===== src/rtl/k051962_pkg.sv =====
// Shared types and helpers for the k051962 tile-ROM slot arbiter.
package k051962_pkg;
  localparam int SLOT_W    = 3;
  localparam int NSLOT     = 8;
  localparam int MAX_LAYER = 3;

  typedef enum logic [1:0] {IDLE, WAIT, ACCESS, DONE} cpu_st_t;

  // One-hot layer owning the pair that contains 'slot'; all-zero means CPU-eligible.
  function automatic logic [MAX_LAYER-1:0] pair_owner(
    input logic [SLOT_W-1:0]    slot,
    input logic [MAX_LAYER-1:0] lyr_en,
    input int                   nlayer
  );
    logic [1:0] p;
    pair_owner = '0;
    p = slot[SLOT_W-1:1];
    if ((int'(p) < nlayer) && lyr_en[p]) pair_owner[p] = 1'b1;
  endfunction
endpackage


===== src/rtl/k051962_slot_ctr.sv =====
// 3-bit character slot counter: advances on pixel enable, load-to-zero wins over increment.
module k051962_slot_ctr
  import k051962_pkg::*;
(
  input  logic              i_ck,
  input  logic              i_cl,
  input  logic              i_en,
  input  logic              i_ld0,
  output logic [SLOT_W-1:0] o_slot,
  output logic [SLOT_W-1:0] o_slot_nxt
);
  logic [SLOT_W-1:0] r_slot;
  logic [SLOT_W-1:0] w_inc;

  always_comb begin
    w_inc      = (r_slot == SLOT_W'(NSLOT - 1)) ? '0 : r_slot + SLOT_W'(1);
    o_slot_nxt = i_ld0 ? '0 : w_inc;
  end

  always_ff @(posedge i_ck) begin
    if (i_cl)      r_slot <= '0;
    else if (i_en) r_slot <= o_slot_nxt;
  end

  assign o_slot = r_slot;
endmodule


===== src/rtl/k051962_rom_slot_arbiter.sv =====
// Tile-ROM bus slot scheduler: layer pairs get shift-register fetches, leftover pairs go
// to a 4-phase CPU request/ack port.
module k051962_rom_slot_arbiter
  import k051962_pkg::*;
#(
  parameter int NLAYER       = 3,
  parameter int CPU_WAIT_MAX = 15
) (
  input  logic              i_ck,
  input  logic              i_cl,
  input  logic              i_pxce,
  input  logic              i_hld,
  input  logic [NLAYER-1:0] i_lyr_en,
  input  logic              i_cpu_req,
  output logic              o_cpu_ack,
  output logic              o_cpu_wait,
  output logic [NLAYER-1:0] o_gnt,
  output logic              o_gnt_cpu,
  output logic              o_rom_oe,
  output logic [NLAYER-1:0] o_sr_ld,
  output logic [SLOT_W-1:0] o_slot,
  output logic              o_err_to
);
  cpu_st_t r_st, w_st_nxt;

  logic                 r_hld_arm;
  logic [7:0]           r_wcnt;
  logic [NLAYER-1:0]    r_gnt, r_sr_ld;
  logic                 r_gnt_cpu, r_cpu_wait, r_cpu_ack, r_rom_oe, r_err_to;

  logic [SLOT_W-1:0]    w_slot, w_slot_nxt;
  logic [MAX_LAYER-1:0] w_en_pad, w_own_full;
  logic [NLAYER-1:0]    w_own, w_gnt_n, w_sr_ld_n;
  logic                 w_enter_even, w_leave_odd, w_acc_cont, w_wait_px;
  logic                 w_gnt_cpu_n, w_cpu_wait_n, w_cpu_ack_n, w_rom_oe_n;
  logic [7:0]           w_wcnt_inc;

  k051962_slot_ctr u_slot_ctr (
    .i_ck       (i_ck),
    .i_cl       (i_cl),
    .i_en       (i_pxce),
    .i_ld0      (i_hld | r_hld_arm),
    .o_slot     (w_slot),
    .o_slot_nxt (w_slot_nxt)
  );

  always_comb begin
    w_en_pad               = '0;
    w_en_pad[NLAYER-1:0]   = i_lyr_en;
    w_own_full             = pair_owner(w_slot_nxt, w_en_pad, NLAYER);
    w_own                  = w_own_full[NLAYER-1:0];
    w_enter_even           = i_pxce & ~w_slot_nxt[0];
    w_leave_odd            = i_pxce & w_slot[0];
    // An even-to-even step while in ACCESS is an HLD restart: the CPU keeps the new pair.
    w_acc_cont             = (r_st == ACCESS) & i_pxce & ~w_slot[0];
    w_wait_px              = (r_st == WAIT) & i_pxce;
    w_wcnt_inc             = r_wcnt + 8'd1;
  end

  // FSM: state register
  always_ff @(posedge i_ck) begin
    if (i_cl) r_st <= IDLE;
    else      r_st <= w_st_nxt;
  end

  // FSM: next state
  always_comb begin
    w_st_nxt = r_st;
    case (r_st)
      IDLE:    if (i_cpu_req) w_st_nxt = WAIT;
      WAIT:    if (!i_cpu_req)                  w_st_nxt = IDLE;
               else if (w_enter_even && !(|w_own)) w_st_nxt = ACCESS;
      ACCESS:  if (w_leave_odd) w_st_nxt = DONE;
      DONE:    if (!i_cpu_req) w_st_nxt = IDLE;
      default: w_st_nxt = IDLE;
    endcase
  end

  // FSM: outputs, decoded from the next state so they register in step with it
  always_comb begin
    w_gnt_cpu_n  = (w_st_nxt == ACCESS);
    w_cpu_wait_n = (w_st_nxt == WAIT);
    w_cpu_ack_n  = (w_st_nxt == DONE);
    w_gnt_n      = r_gnt;
    if (w_enter_even) w_gnt_n = w_acc_cont ? '0 : w_own;
    w_sr_ld_n    = w_leave_odd ? r_gnt : '0;
    w_rom_oe_n   = (|w_gnt_n) | w_gnt_cpu_n;
  end

  always_ff @(posedge i_ck) begin
    if (i_cl) begin
      r_hld_arm  <= 1'b0;
      r_wcnt     <= '0;
      r_err_to   <= 1'b0;
      r_gnt      <= '0;
      r_sr_ld    <= '0;
      r_gnt_cpu  <= 1'b0;
      r_cpu_wait <= 1'b0;
      r_cpu_ack  <= 1'b0;
      r_rom_oe   <= 1'b0;
    end else begin
      if (i_pxce)     r_hld_arm <= 1'b0;
      else if (i_hld) r_hld_arm <= 1'b1;

      if ((w_st_nxt == IDLE) && (r_st != IDLE))
        r_wcnt <= '0;
      else if (w_wait_px && (r_wcnt != 8'(CPU_WAIT_MAX)))
        r_wcnt <= w_wcnt_inc;

      if (w_wait_px && (w_wcnt_inc == 8'(CPU_WAIT_MAX))) r_err_to <= 1'b1;

      r_gnt      <= w_gnt_n;
      r_sr_ld    <= w_sr_ld_n;
      r_gnt_cpu  <= w_gnt_cpu_n;
      r_cpu_wait <= w_cpu_wait_n;
      r_cpu_ack  <= w_cpu_ack_n;
      r_rom_oe   <= w_rom_oe_n;
    end
  end

  assign o_slot     = w_slot;
  assign o_gnt      = r_gnt;
  assign o_sr_ld    = r_sr_ld;
  assign o_gnt_cpu  = r_gnt_cpu;
  assign o_cpu_wait = r_cpu_wait;
  assign o_cpu_ack  = r_cpu_ack;
  assign o_rom_oe   = r_rom_oe;
  assign o_err_to   = r_err_to;
endmodule


===== config.mk =====
export PLATFORM = sky130hd
export DESIGN_NAME = k051962_rom_slot_arbiter
export DESIGN_NICKNAME = d
export VERILOG_FILES = /design/src/rtl/k051962_pkg.sv /design/src/rtl/k051962_slot_ctr.sv /design/src/rtl/k051962_rom_slot_arbiter.sv
export SDC_FILE = /design/constraint.sdc
export NUM_CORES = 1
export LEC_CHECK = 0
export BUFFER_PORTS_ARGS = -buffer_cell sky130_fd_sc_hd__buf_2
export CAP_MARGIN = 20
export CORE_AREA = 5 5 55 57
export CTS_CLUSTER_SIZE = 20
export DETAILED_ROUTE_END_ITERATION = 8
export DIE_AREA = 0 0 60 62
export GPL_TIMING_DRIVEN = 0
export HOLD_SLACK_MARGIN = 0.1
export PLACE_DENSITY = 0.84
export SETUP_SLACK_MARGIN = 0.05
export SYNTH_ARGS = -nofsm -noshare
export SYNTH_HDL_FRONTEND = slang
export SYNTH_SLANG_ARGS = --single-unit
export TNS_END_PERCENT = 50

===== constraint.sdc =====
create_clock -name i_ck -period 2.39 [get_ports i_ck]
set_input_delay 0.239 -clock i_ck [delete_from_list [all_inputs] [get_ports i_ck]]
set_output_delay 0.239 -clock i_ck [all_outputs]
set_load 0.05 [all_outputs]

==> results of run 1 <==
-- sequential cells by signal, summed over array words and instances (netlist names) --
name	count
r_wcnt	8
o_gnt	3
o_sr_ld	3
u_slot_ctr.o_slot	3
r_st	2
o_cpu_ack	1
o_cpu_wait	1
o_err_to	1
o_gnt_cpu	1
o_rom_oe	1
r_hld_arm	1
-- power by group through the flow --
stage          registers (mW)  clock network [mW]  logic (mW)
2_1_floorplan           0.468                   0      0.0635
3_3_place_gp            0.446                   0       0.111
3_5_place_dp            0.447                   0       0.115
4_1_cts                 0.438               0.201       0.115
5_1_grt                 0.440               0.221       0.130
6_report                0.438               0.196       0.118
-- layout make-up --
class,count,area [sq um]
Tap cell,30,37.54
Buffer,8,33.78
Clock buffer,4,26.28
Timing Repair Buffer,21,107.6
Multi-Input combinational cell,106,713.2
Fill cell,220,985.9
Sequential cell,25,501.7
Inverter,7,26.28
-- critical path, delay by kind of cell, from the launching register on --
kind | cells | cell delay [ns]
compound gates | 3 | 0.89
fa+ha+maj | 2 | 0.56
flops | 1 | 0.38
simple gates | 2 | 0.32
-- synth_stat cells (4+ instances only) --
| cell | n | area, sq um |
|---|---|---|
| sky130_fd_sc_hd__a21oi_1 | 12 | 60.06 |
| sky130_fd_sc_hd__a31oi_1 | 4 | 25.02 |
| sky130_fd_sc_hd__clkbuf_1 | 4 | 15.01 |
| sky130_fd_sc_hd__dfxtp_1 | 25 | 500.5 |
| sky130_fd_sc_hd__ha_1 | 4 | 50.05 |
| sky130_fd_sc_hd__inv_1 | 7 | 26.28 |
| sky130_fd_sc_hd__nand2_1 | 10 | 37.54 |
| sky130_fd_sc_hd__nand3_1 | 5 | 25.02 |
| sky130_fd_sc_hd__nor2_1 | 18 | 67.56 |
| sky130_fd_sc_hd__nor3_1 | 4 | 20.02 |
| sky130_fd_sc_hd__nor3b_1 | 4 | 30.03 |
-- worst paths after layout --
check                           slack, ns  cells past startpoint                  from          to
worst min register to register       0.46                      2              o_err_to    o_err_to
worst max register to register       0.18                      7  u_slot_ctr.o_slot[0]    o_rom_oe
worst max-delay path                 0.18                      7  u_slot_ctr.o_slot[0]    o_rom_oe
worst min-delay path                 0.18                      3             i_cpu_req  o_cpu_wait
-- through the flow --
stage | std cells | setup slack [ns] | hold WS (ns)
finish | 201 | 0.1814 | 0.1797
floorplan | 146 | 0.1004 | 0.3915
global placement | 196 | 0.2708 | 0.4351
CTS | 200 | 0.1863 | 0.1656
detailed placement | 196 | 0.2152 | 0.4396
global route | 201 | 0.06418 | 0.1797
-- cells by family (layout without fill, tap and decap cells) --
family | after synthesis | after routing
xor+xnor | 6 | 6
flops | 25 | 25
simple gates | 63 | 63
fa+ha+maj | 4 | 4
buf+inv | 15 | 40
compound gates | 33 | 33
-- timing repair --
action                                  in CTS  in global routing
hold buffers                                 0                  0
gates resized for setup                      0                  1
endpoints found under the hold margin        0                  0
endpoints found under the setup margin       0                  1
buffers inserted                             0                  1
-- layer usage --
metal / part of all wire [%] / up-vias / track usage, % / wire length (microns)
met2: 47 / 41 / 25.62 / 1305
met5: 0 / - / 0 / 0
li1: - / 570 / - / -
met4: 1.3 / 0 / 7.911 / 36
met1: 46 / 502 / 22.38 / 1286
met3: 6.4 / 6 / 5.165 / 179
==> run summary, run 1 <==
The die is 62 microns tall. In this run the worst path has a maximum fanout of 7. In this run the mean area of a mapped cell was 8.724 sq um.

For the sequential cell area fraction in the yosys report, the log shows 39.29%. The cell area reported after detailed placement was 0.001411 sq mm; the all-layer global routing usage was 17.02%. The run gives 1 as the maximum level of the CTS H-tree. The placement row count is 18. Total number of vias: 1119. Basic-gate share of the synthesized area counting and, or, nand and nor cells: 28.00%. The count of flip-flops with a built-in enable after synthesis works out to 0.

The number of nets handed over by synthesis was 158. The logs give 0.8896 for the routability-driven placement congestion ratio and 0.002432 sq mm for the floorplan core area. In the routed layout, each cell is associated on average with a via count of 5.567. The total CTS buffers was 3.

The clock drives 25 sinks. The clock group share of total power came out at 26.1%. Summing the areas of all fa, ha and maj instances in the mapped netlist gives 3.929% of the synthesized area. Once detailed placement completed, the half-perimeter wirelength came to 2130 microns.

Measured against the total synthesized area, the mux share comes to 0%. The measured slew at the worst slew-check pin was 0.5185 ns; the quantity of I/O buffers inserted on ports was 20. The buffer depth of the longest clock path is 2.

By instance count, the cell type seen most on the critical path is sky130_fd_sc_hd__ha_1. The fraction of power spent switching nets came out at 28.94%. STA classifies the critical path startpoint as a flop. Summed over all nets, the switching power comes to 0.2176 mW. Summing the areas of all compound-gate instances in the mapped netlist gives 19.94% of the synthesized area. The clock slew at the register clock pins of the worst setup and hold paths works out to 0.14 ns. Leaving out fill and tap cells, the most frequent cells in the layout are sky130_fd_sc_hd__dfxtp_1, sky130_fd_sc_hd__buf_2, sky130_fd_sc_hd__nor2_1.

Yosys printed 0 warnings. The worst path uses 92.41% of the clock period. The average wire per standard cell was 13.96 microns; the post-route DRC violation count was 0.

Measured along the x axis, the die boundary spans 60 microns. Adding up every negative setup slack in the final design gives 0 ns. The tool flagged a number of max-cap violations equal to 0. The cell area that synthesis handed to floorplanning was 0.001274 sq mm. In this run, flip-flops and latches consume 58.3% of the power. Synthesis inferred 25 register bits. Critical setup path kind: reg2reg.

The die covers 0.003720 sq mm. The flow ran to the end, and the final reports show no timing, DRC or antenna violations. The tools report the maximum clock skew at final layout as 0.008063 ns. Synthesis produced 146 cells. Summed over all layers, the global routing overflow is 0.

The standby leakage power was 0.5803 nW; the post-layout total power was 0.7519 mW. The tools report the kind of end point of the critical path as a flop. TritonCTS built the clock tree. Synthesis instantiated 45 different standard cells from the library. The worst-case IR drop observed on VDD is 0.0006100 V.

The tools report the final-report max-slew violation count as 0. Design internal power: 0.5343 mW. The dominant register cell in the synthesized netlist is sky130_fd_sc_hd__dfxtp_1. For this run, the detailed router's first-pass iteration total came to 5. Data on the critical path is required at its endpoint by 2.65 ns.

Entering global routing, the biggest net connects 14 pins. The area growth from synthesis to layout is 13.56%. In this design, the stage delay of the slowest critical-path cell is 0.40 ns. Class of the worst hold path: in2reg. The most common cell after layout, fill and taps aside is sky130_fd_sc_hd__dfxtp_1. The main combinational cell family by area after synthesis is simple AND/OR/NAND/NOR gates. The logs give 59.47% for the core occupancy in the finished layout and 2.47 ns for the arrival time reported for the critical path endpoint. Worst slew margin relative to its limit: 65.43%. The via count of the first global-routing pass came out at 1099. After detailed routing, the total wire length is 2806 microns. Walking the worst path, the cells encountered are ha_1 -> ha_1 -> nor4bb_2 -> a221oi_4 -> nand2_1 -> a221o_1 -> a41oi_2. Setup repair after global routing left no endpoint under its margin.

For the number of top-level design ports, the log shows 22. The largest individual stage delay along the critical path comes from the cell sky130_fd_sc_hd__a221oi_4. Per report_power, the combinational group accounts for 15.7% of the total. The run gives 0 as the final hold violation count.

For this run, the post-layout net count is 184. Setup violations remaining at the end of the flow were counted as 0. In the final layout, the share of cells above drive strength 1 is 22.22%.

After Yosys synthesis, XOR and XNOR cells account for 4.126% of the synthesized area. The clock root buffer is sky130_fd_sc_hd__clkbuf_4. Once layout is done, the placed cells without fillers occupy 0.001446 sq mm.

After synthesis, the share of flip-flops with an asynchronous set or reset is 0%. The run gives 0 as the initial antenna violation count. The logs give 53 for the iteration-0 DRC count of the detailed router and 4754 microns for the wire length of the first global-routing pass. The clock reaches the later pin of the worst-skew pair after 0.33 ns. The number of antenna-violating nets in the routed design is 0, and the final critical path time including I/O delays and setup is 2.209 ns. The run gives 52.37% as the initial cell density of the core. 0 antenna diodes ended up in the layout. Derived from the worst setup path, the maximum achievable clock frequency is 452.8 MHz. The power per cell area was 519.9 mW/mm^2.
No activity file was read; power rests on OpenSTA's default activity.
==> run 2, diff against run 1 <==
- CORE_AREA: 5 5 55 57 -> 5 5 57 59
- DIE_AREA: 0 0 60 62 -> 0 0 62 64
- PLACE_DENSITY: 0.84 -> 0.82
- clock period: 2.39 -> 1.9 ns (I/O delays scaled with it)
==> run 2 against run 1 <==
The run now ends with negative setup slack left. Flip-flop and latch count did not move. Global-route usage fell by 0.62 points. Wire length rose by 3.8%. Cell area rose by 6.1%. Final cell count rose by 2.5%. Sequential share of layout area fell by 1.5 points. Clock skew barely moved. Critical path type unchanged.
==> run summary, run 2 (same netlist as run 1, synthesis figures left out) <==
For the standby leakage power, the log shows 0.6051 nW (+4.3%). The logs give 62.65% (-2.8 points) for the worst slew margin relative to its limit and 0.2874 mW (+32%) for the net switching power of the design. The maximum clock rate is 521.4 MHz (+15%). In this run the worst hold path is classified as in2reg. The design internal power was 0.6802 mW (+27%).

The final critical-path setup slack was -0.01778 ns (-0.1991 ns); the post-route DRC violation count was 0 (unchanged). In the layout the commonest cells are sky130_fd_sc_hd__buf_2, sky130_fd_sc_hd__dfxtp_1, sky130_fd_sc_hd__nor2_1. The measured slew at the worst slew-check pin works out to 0.5552 ns (+0.03669 ns). The logs give 2.17 ns (-0.48 ns) for the data required time at the worst endpoint and 16.40% (-0.62 points) for the all-layer global routing usage. The clock group share of total power was 26.3% (+0.2 points). The kind of start point of the critical path is a flop. The tools report the total CTS buffers as 3 (unchanged).

For the total number of vias, the log shows 1169 (+4.5%). r_wcnt holds more flip-flops than any other register. The routability-driven placement congestion ratio was 0.8682 (-2.4%).

The count of hold buffers inserted by post-cts repair was 0 (unchanged); the final hold violation count was 0 (unchanged). The run gives 48 (-9.4%) as the iteration-0 DRC count of the detailed router. For the max-capacitance violation count, the log shows 0 (unchanged).

The residual overflow from global routing was 0 (unchanged); the average wire per standard cell was 14.15 microns (+1.3%). For the sum of negative setup slack, the log shows -0.01778 ns (-0.01778 ns). The count of final setup violators came out at 1 (+1). The run gives 1196 (+8.8%) as the via count of the first global-routing pass.

The share of post-route cells with drive strength above 1 is 29.14% (+6.9 points), and the number of clock sinks is 25 (unchanged). The antenna diode count is 0 (unchanged). The die outline width was 62 microns (+3.3%). Initial cell density of the core: 47.84% (-4.5 points). The pin count of the biggest net entering global routing is 16 (+2), and the clock network latency to the later pin of the worst-skew pair is 0.33 ns (about the same). Setup repair after global routing could not meet its margin everywhere.

Arrival time reported for the critical path endpoint: 2.19 ns (-0.28 ns). The vertical extent of the die was 64 microns (+3.2%). The core occupancy in the finished layout is 57.66% (-1.8 points). Relative to the synthesized area, the layout overhead comes to 20.53%.

The combinational share of power was 17.0% (+1.3 points). The fraction of power spent switching nets works out to 29.70% (+0.76 points). The tools report the worst hold slack after final layout as 0.1437 ns (-0.03601 ns).

The floorplan die area is 0.003968 sq mm (+6.7%). For the initial antenna violation count, the log shows 0 (unchanged). The final reports fail on negative setup slack. The maximum fanout along the worst path works out to 6 (-1). The final-report max-slew violation count is 0 (unchanged). The final critical path time including I/O delays and setup is 1.918 ns (-0.2909 ns), and the detailed-placement wirelength estimate is 2115 microns (-0.71%). The critical setup path kind is reg2reg.

The power per cell area works out to 630.2 mW/mm^2 (+21%). The run finished, with violations left. The number of antenna-violating nets in the routed design is 0 (unchanged).

For the number of top-level design ports, the log shows 22 (unchanged). The quantity of I/O buffers inserted on ports is 20 (unchanged). Wire length of the first global-routing pass: 5064 microns (+6.5%). The worst voltage drop across the vdd grid was 0.0007343 V (+20%). For the buffer depth of the longest clock path, the log shows 2 (unchanged).

The logs give 2914 microns (+3.8%) for the total wire length after detailed routing and 0.007958 ns (-0.0001048 ns) for the maximum clock skew at final layout. For the floorplan core area, the log shows 0.002663 sq mm (+9.5%). TritonCTS built the clock tree. The layout net count was 188 (+2.2%).

The run gives 56.8% (-1.5 points) as the relative contribution of sequential cells to total power. The final clock period utilization by the worst path was 100.9% (+8.5 points). The root buffer cell chosen for the clock tree is sky130_fd_sc_hd__clkbuf_4.

The logs give 4 (-1) for the first-pass iteration count of the detailed router and 1 (unchanged) for the maximum level of the CTS H-tree. The mean number of vias per cell came out at 5.675 (+1.9%). The placement row count came out at 19 (+1).

Leaving out fill and tap cells, the most frequent cell in the layout is sky130_fd_sc_hd__buf_2. The kind of end point of the critical path is a flop. The clock slew at the register clock pins of the worst setup and hold paths came out at 0.15 ns (about the same). The number of flip-flops under the largest register name is 8 (unchanged), and the post-layout total power is 0.9675 mW (+29%).
-- run 2: changes by cell type in the layout (fill, tap and decap cells not counted), moves of 2 or more --
cell / change
sky130_fd_sc_hd__ha_4: +2
sky130_fd_sc_hd__a21oi_1: -3
sky130_fd_sc_hd__ha_1: -2
sky130_fd_sc_hd__buf_4: +4
sky130_fd_sc_hd__dfxtp_1: -2
sky130_fd_sc_hd__a21oi_2: +3
sky130_fd_sc_hd__dfxtp_4: +2
-- run 2: critical path: stages, from the launching register on --
cell,delay [ns]
sky130_fd_sc_hd__dfxtp_4,0.38
sky130_fd_sc_hd__ha_4,0.16
sky130_fd_sc_hd__ha_4,0.23
sky130_fd_sc_hd__nor4bb_4,0.16
sky130_fd_sc_hd__a221oi_4,0.37
sky130_fd_sc_hd__nand2_1,0.10
sky130_fd_sc_hd__a221o_1,0.34
sky130_fd_sc_hd__a41oi_2,0.13
-- run 2: worst paths after layout --
path	cells after the start	startpoint	slack [ns]	end
max	7	u_slot_ctr.o_slot[1]	-0.02	o_rom_oe
min	3	i_cpu_req	0.14	o_cpu_wait
max reg2reg	7	u_slot_ctr.o_slot[1]	-0.02	o_rom_oe
min reg2reg	2	o_err_to	0.46	o_err_to
-- run 2: layout make-up --
class                   count  area, sq um
clock buffers               3        22.52
flip-flops and latches     25        509.2
well taps                  31        38.79
inverters                   7        26.28
repair buffers             25        137.6
clock inverters             1        6.256
multi-input cells         106        760.7
plain buffers               8        33.78
fillers                   247         1127
-- run 2: power by group through the flow --
stage | Sequential, mW | Combinational (mW) | Clock, mW
final | 0.549 | 0.164 | 0.254
after global routing | 0.552 | 0.178 | 0.289
after CTS | 0.549 | 0.162 | 0.258
after detailed placement | 0.562 | 0.148 | 0
after global placement | 0.561 | 0.142 | 0
after floorplan | 0.588 | 0.0819 | 0
-- run 2: layer usage --
layer	track usage (%)	part of all wire, %
met1	19.14	43
met2	27.85	52
met3	3.421	3.2
met4	7.162	2.0
met5	0	0
-- run 2: per-stage QoR --
step / setup WS, ns / instances / cell area, sq um
CTS: -0.04307 / 206 / 1528
detailed placement: -0.07456 / 197 / 1446
floorplan: -0.005353 / 146 / 1308
global route: -0.1109 / 206 / 1535
finish: -0.01778 / 206 / 1535
global placement: -0.02126 / 197 / 1446
-- run 2: timing repair --
item                                   CTS  global route
endpoints found under the hold margin    0             0
pin swaps                                4             2
resized for setup                        3             2
buffers inserted                         5             0
setup endpoints to repair                6            10
cloned                                   0             0
==> run 3, diff against run 2 <==
- GPL_TIMING_DRIVEN: 0 -> default
- RECOVER_POWER: default -> 25
==> run 3 against run 2 <==
The flow now finishes without violations. Die area unchanged. Final cell count decreased by 4.4%. Flip-flop and latch count unchanged. Clock skew increased by 0.0023 ns. Count of clock-buffer cells in the layout unchanged. Core utilization decreased by 1.5 points. Clock power decreased by 7%. Non-clock buffer count decreased by 9. Total power decreased by 2.5%. Critical path depth unchanged. Wire length decreased by 6.7%. Critical endpoint unchanged.
==> run summary, run 3 (same netlist as run 1, synthesis figures left out) <==
The cell sitting at the root of the clock tree is a sky130_fd_sc_hd__clkbuf_4. Number of cells after detailed placement: 191 (-3.0%). The buffer depth of the longest clock path is 2 (unchanged).

Setup repair after global routing could not meet its margin everywhere. The run gives 59.15% (-3.5 points) as the worst slew margin relative to its limit. The logs give 4857 microns (-4.1%) for the wire length of the first global-routing pass and 0.1480 ns (+0.004340 ns) for the worst hold slack after final layout. The all-layer global routing usage was 15.56% (-0.84 points); the quantity of I/O buffers inserted on ports was 21 (+5.0%). The clock slew at the register clock pins of the worst setup and hold paths is 0.14 ns (about the same). The worst setup path is launched from a flop. TritonCTS built the clock tree. The total wire length after detailed routing was 2720 microns (-6.7%); the number of clock sinks was 25 (unchanged). The logs give 0.32 ns (about the same) for the clock network latency to the later pin of the worst-skew pair and 0.001425 sq mm (-1.5%) for the cell area reported after detailed placement. The most common cell after layout, fill and taps aside is sky130_fd_sc_hd__dfxtp_1.

The final critical-path setup slack was 0.008849 ns (+0.02663 ns). The run gives 0.002663 sq mm (unchanged) as the floorplan core area. The tools report the maximum level of the CTS H-tree as 1 (unchanged). Among the stages of the critical path, the cell type that occurs most often is sky130_fd_sc_hd__ha_4. The initial cell density of the core was 47.84% (unchanged). The logs give 0.5694 nW (-5.9%) for the standby leakage power and 0.9437 mW (-2.5%) for the post-layout total power. More flip-flops sit in one register than any other, and that register is r_wcnt. The initial antenna violation count is 0 (unchanged). The number of flip-flops under the largest register name is 8 (unchanged), and the worst slack at placement is -0.02431 ns (+0.05025 ns). Max-capacitance violation count: 0 (unchanged). The critical path goes through ha_4 -> ha_4 -> nor4bb_4 -> a221oi_4 -> nand2_1 -> a221o_1 -> a41oi_2.

The final-report max-slew violation count was 0 (unchanged). Antenna diode count: 0 (unchanged). The share of post-route cells with drive strength above 1 works out to 27.71% (-1.4 points).

The logs give 0.003968 sq mm (unchanged) for the floorplan die area and 22 (unchanged) for the number of top-level design ports. The register cell area after layout is 509.2 sq um (unchanged). The path class of the tightest hold or removal check is in2reg. Total number of vias: 1118 (-4.4%). The critical path's largest stage delay is 0.37 ns (about the same). The flow ran to the end, and the final reports show no timing, DRC or antenna violations. The routability-driven placement congestion ratio was 0.9082 (+4.6%); the pin count of the biggest net entering global routing was 17 (+1). The tools report the placement row count as 19 (unchanged).

The sum of buffers and inverters on the critical path works out to 0 (unchanged). The layout net count came out at 179 (-4.8%). The arrival time reported for the critical path endpoint is 2.15 ns (-0.04 ns). The final critical path time including I/O delays and setup works out to 1.891 ns (-0.02663 ns). The slowest stage of the critical path is the sky130_fd_sc_hd__dfxtp_4 cell. For the sum of negative setup slack, the log shows 0 ns (+0.01778 ns). STA classifies the critical path endpoint as a flop. The number of inserted filler cells in the final layout came out at 258 (+4.5%). The reg2reg setup slack is 0.009 ns (+0.03 ns). The count of final setup violators was 0 (-1); the power per cell area was 630.6 mW/mm^2 (about the same). The maximum clock skew at final layout is 0.01022 ns (+0.002260 ns). For the core occupancy in the finished layout, the log shows 56.20% (-1.5 points).

Area used by multi-input combinational logic: 768.2 sq um (+0.99%). The vertical extent of the die works out to 64 microns (unchanged). The critical setup path kind is reg2reg. The mean number of vias per cell works out to 5.675 (about the same). The total CTS buffers was 3 (unchanged). Compared with the post-synthesis result, the final layout area differs by 17.49%. The via count of the first global-routing pass was 1121 (-6.3%). The library cells used most frequently in the layout, excluding fill and tap cells, are sky130_fd_sc_hd__dfxtp_1, sky130_fd_sc_hd__buf_2, sky130_fd_sc_hd__nor2_1. For the final hold violation count, the log shows 0 (unchanged).

The average wire per standard cell works out to 13.81 microns (-2.4%). The die outline width was 62 microns (unchanged). The detailed-placement wirelength estimate was 2052 microns (-2.9%); the maximum fanout along the worst path was 5 (-1).

First-pass iteration count of the detailed router: 4 (unchanged). The worst voltage drop across the vdd grid is 0.0006265 V (-15%), and the number of cells in the finished layout apart from fillers is 197 (-4.4%). The measured slew at the worst slew-check pin was 0.6071 ns (+0.05188 ns). The number of antenna-violating nets in the routed design is 0 (unchanged), and the residual overflow from global routing is 0 (unchanged).

The final design area excluding fillers came out at 0.001496 sq mm (-2.5%). The final clock period utilization by the worst path came out at 99.53% (-1.4 points). The maximum clock rate came out at 528.8 MHz (+1.4%). The kind of cell with the highest combined delay along the critical path is compound AO/OA/AOI/OAI gates.

The tools report the data required time at the worst endpoint as 2.15 ns (-0.02 ns). The iteration-0 DRC count of the detailed router came out at 66 (+38%). The run gives 0 (unchanged) as the post-route DRC violation count.
==> run 3: changes by cell type in the layout (fill, tap and decap cells not counted), sizes merged <==
cell    previous run  this run
buf               29        22
clkbuf             7         5
==> run 3: final cells by class <==
type                       instances  area share [%]
clock buffer                       3           1.505
inverter                           7           1.756
clock inverter                     1          0.4181
tap                               31           2.592
timing repair buffer              24           8.361
multi-input combinational        106           51.34
sequential                        25           34.03
==> run 3: path summary, 6_finish.rpt <==
| check | startpoint | end | cells after the start |
|---|---|---|---|
| max reg2reg | u_slot_ctr.o_slot[1] | o_rom_oe | 7 |
| min reg2reg | o_err_to | o_err_to | 2 |
| min | i_cpu_req | o_cpu_wait | 3 |
| max | u_slot_ctr.o_slot[1] | o_rom_oe | 7 |
==> run 3: worst reg2reg max path, stage by stage (launching register included) <==
cell                       delay, ns
sky130_fd_sc_hd__dfxtp_4        0.37
sky130_fd_sc_hd__ha_4           0.16
sky130_fd_sc_hd__ha_4           0.23
sky130_fd_sc_hd__nor4bb_4       0.16
sky130_fd_sc_hd__a221oi_4       0.34
sky130_fd_sc_hd__nand2_1        0.09
sky130_fd_sc_hd__a221o_1        0.35
sky130_fd_sc_hd__a41oi_2        0.14
==> run 3: routing by layer <==
metal | up-vias | share of wire (%) | global-route usage [%]
li1 | 568 | - | -
met1 | 524 | 45 | 19.85
met2 | 22 | 50 | 24.74
met3 | 4 | 3.2 | 3.219
met4 | 0 | 1.1 | 6.631
met5 | - | 0 | 0
==> run 3: where the power goes <==
| part | internal [mW] | leakage (nW) | switching, mW | total [mW] |
|---|---|---|---|---|
| combinational | 0.0566 | 0.346 | 0.0980 | 0.155 |
| clock | 0.0817 | 0.0183 | 0.155 | 0.236 |
| sequential | 0.537 | 0.205 | 0.0162 | 0.553 |
| total | 0.675 | 0.569 | 0.269 | 0.944 |
==> run 3: what timing repair did <==
action / 4_1_cts / 5_1_grt
setup endpoints to repair: 1 / 5
gates resized for setup: 2 / 4
hold endpoints to repair: 0 / 0
hold buffers: 0 / 0
cloned: 0 / 0
pin swaps: 3 / 4
buffers inserted: 2 / 0
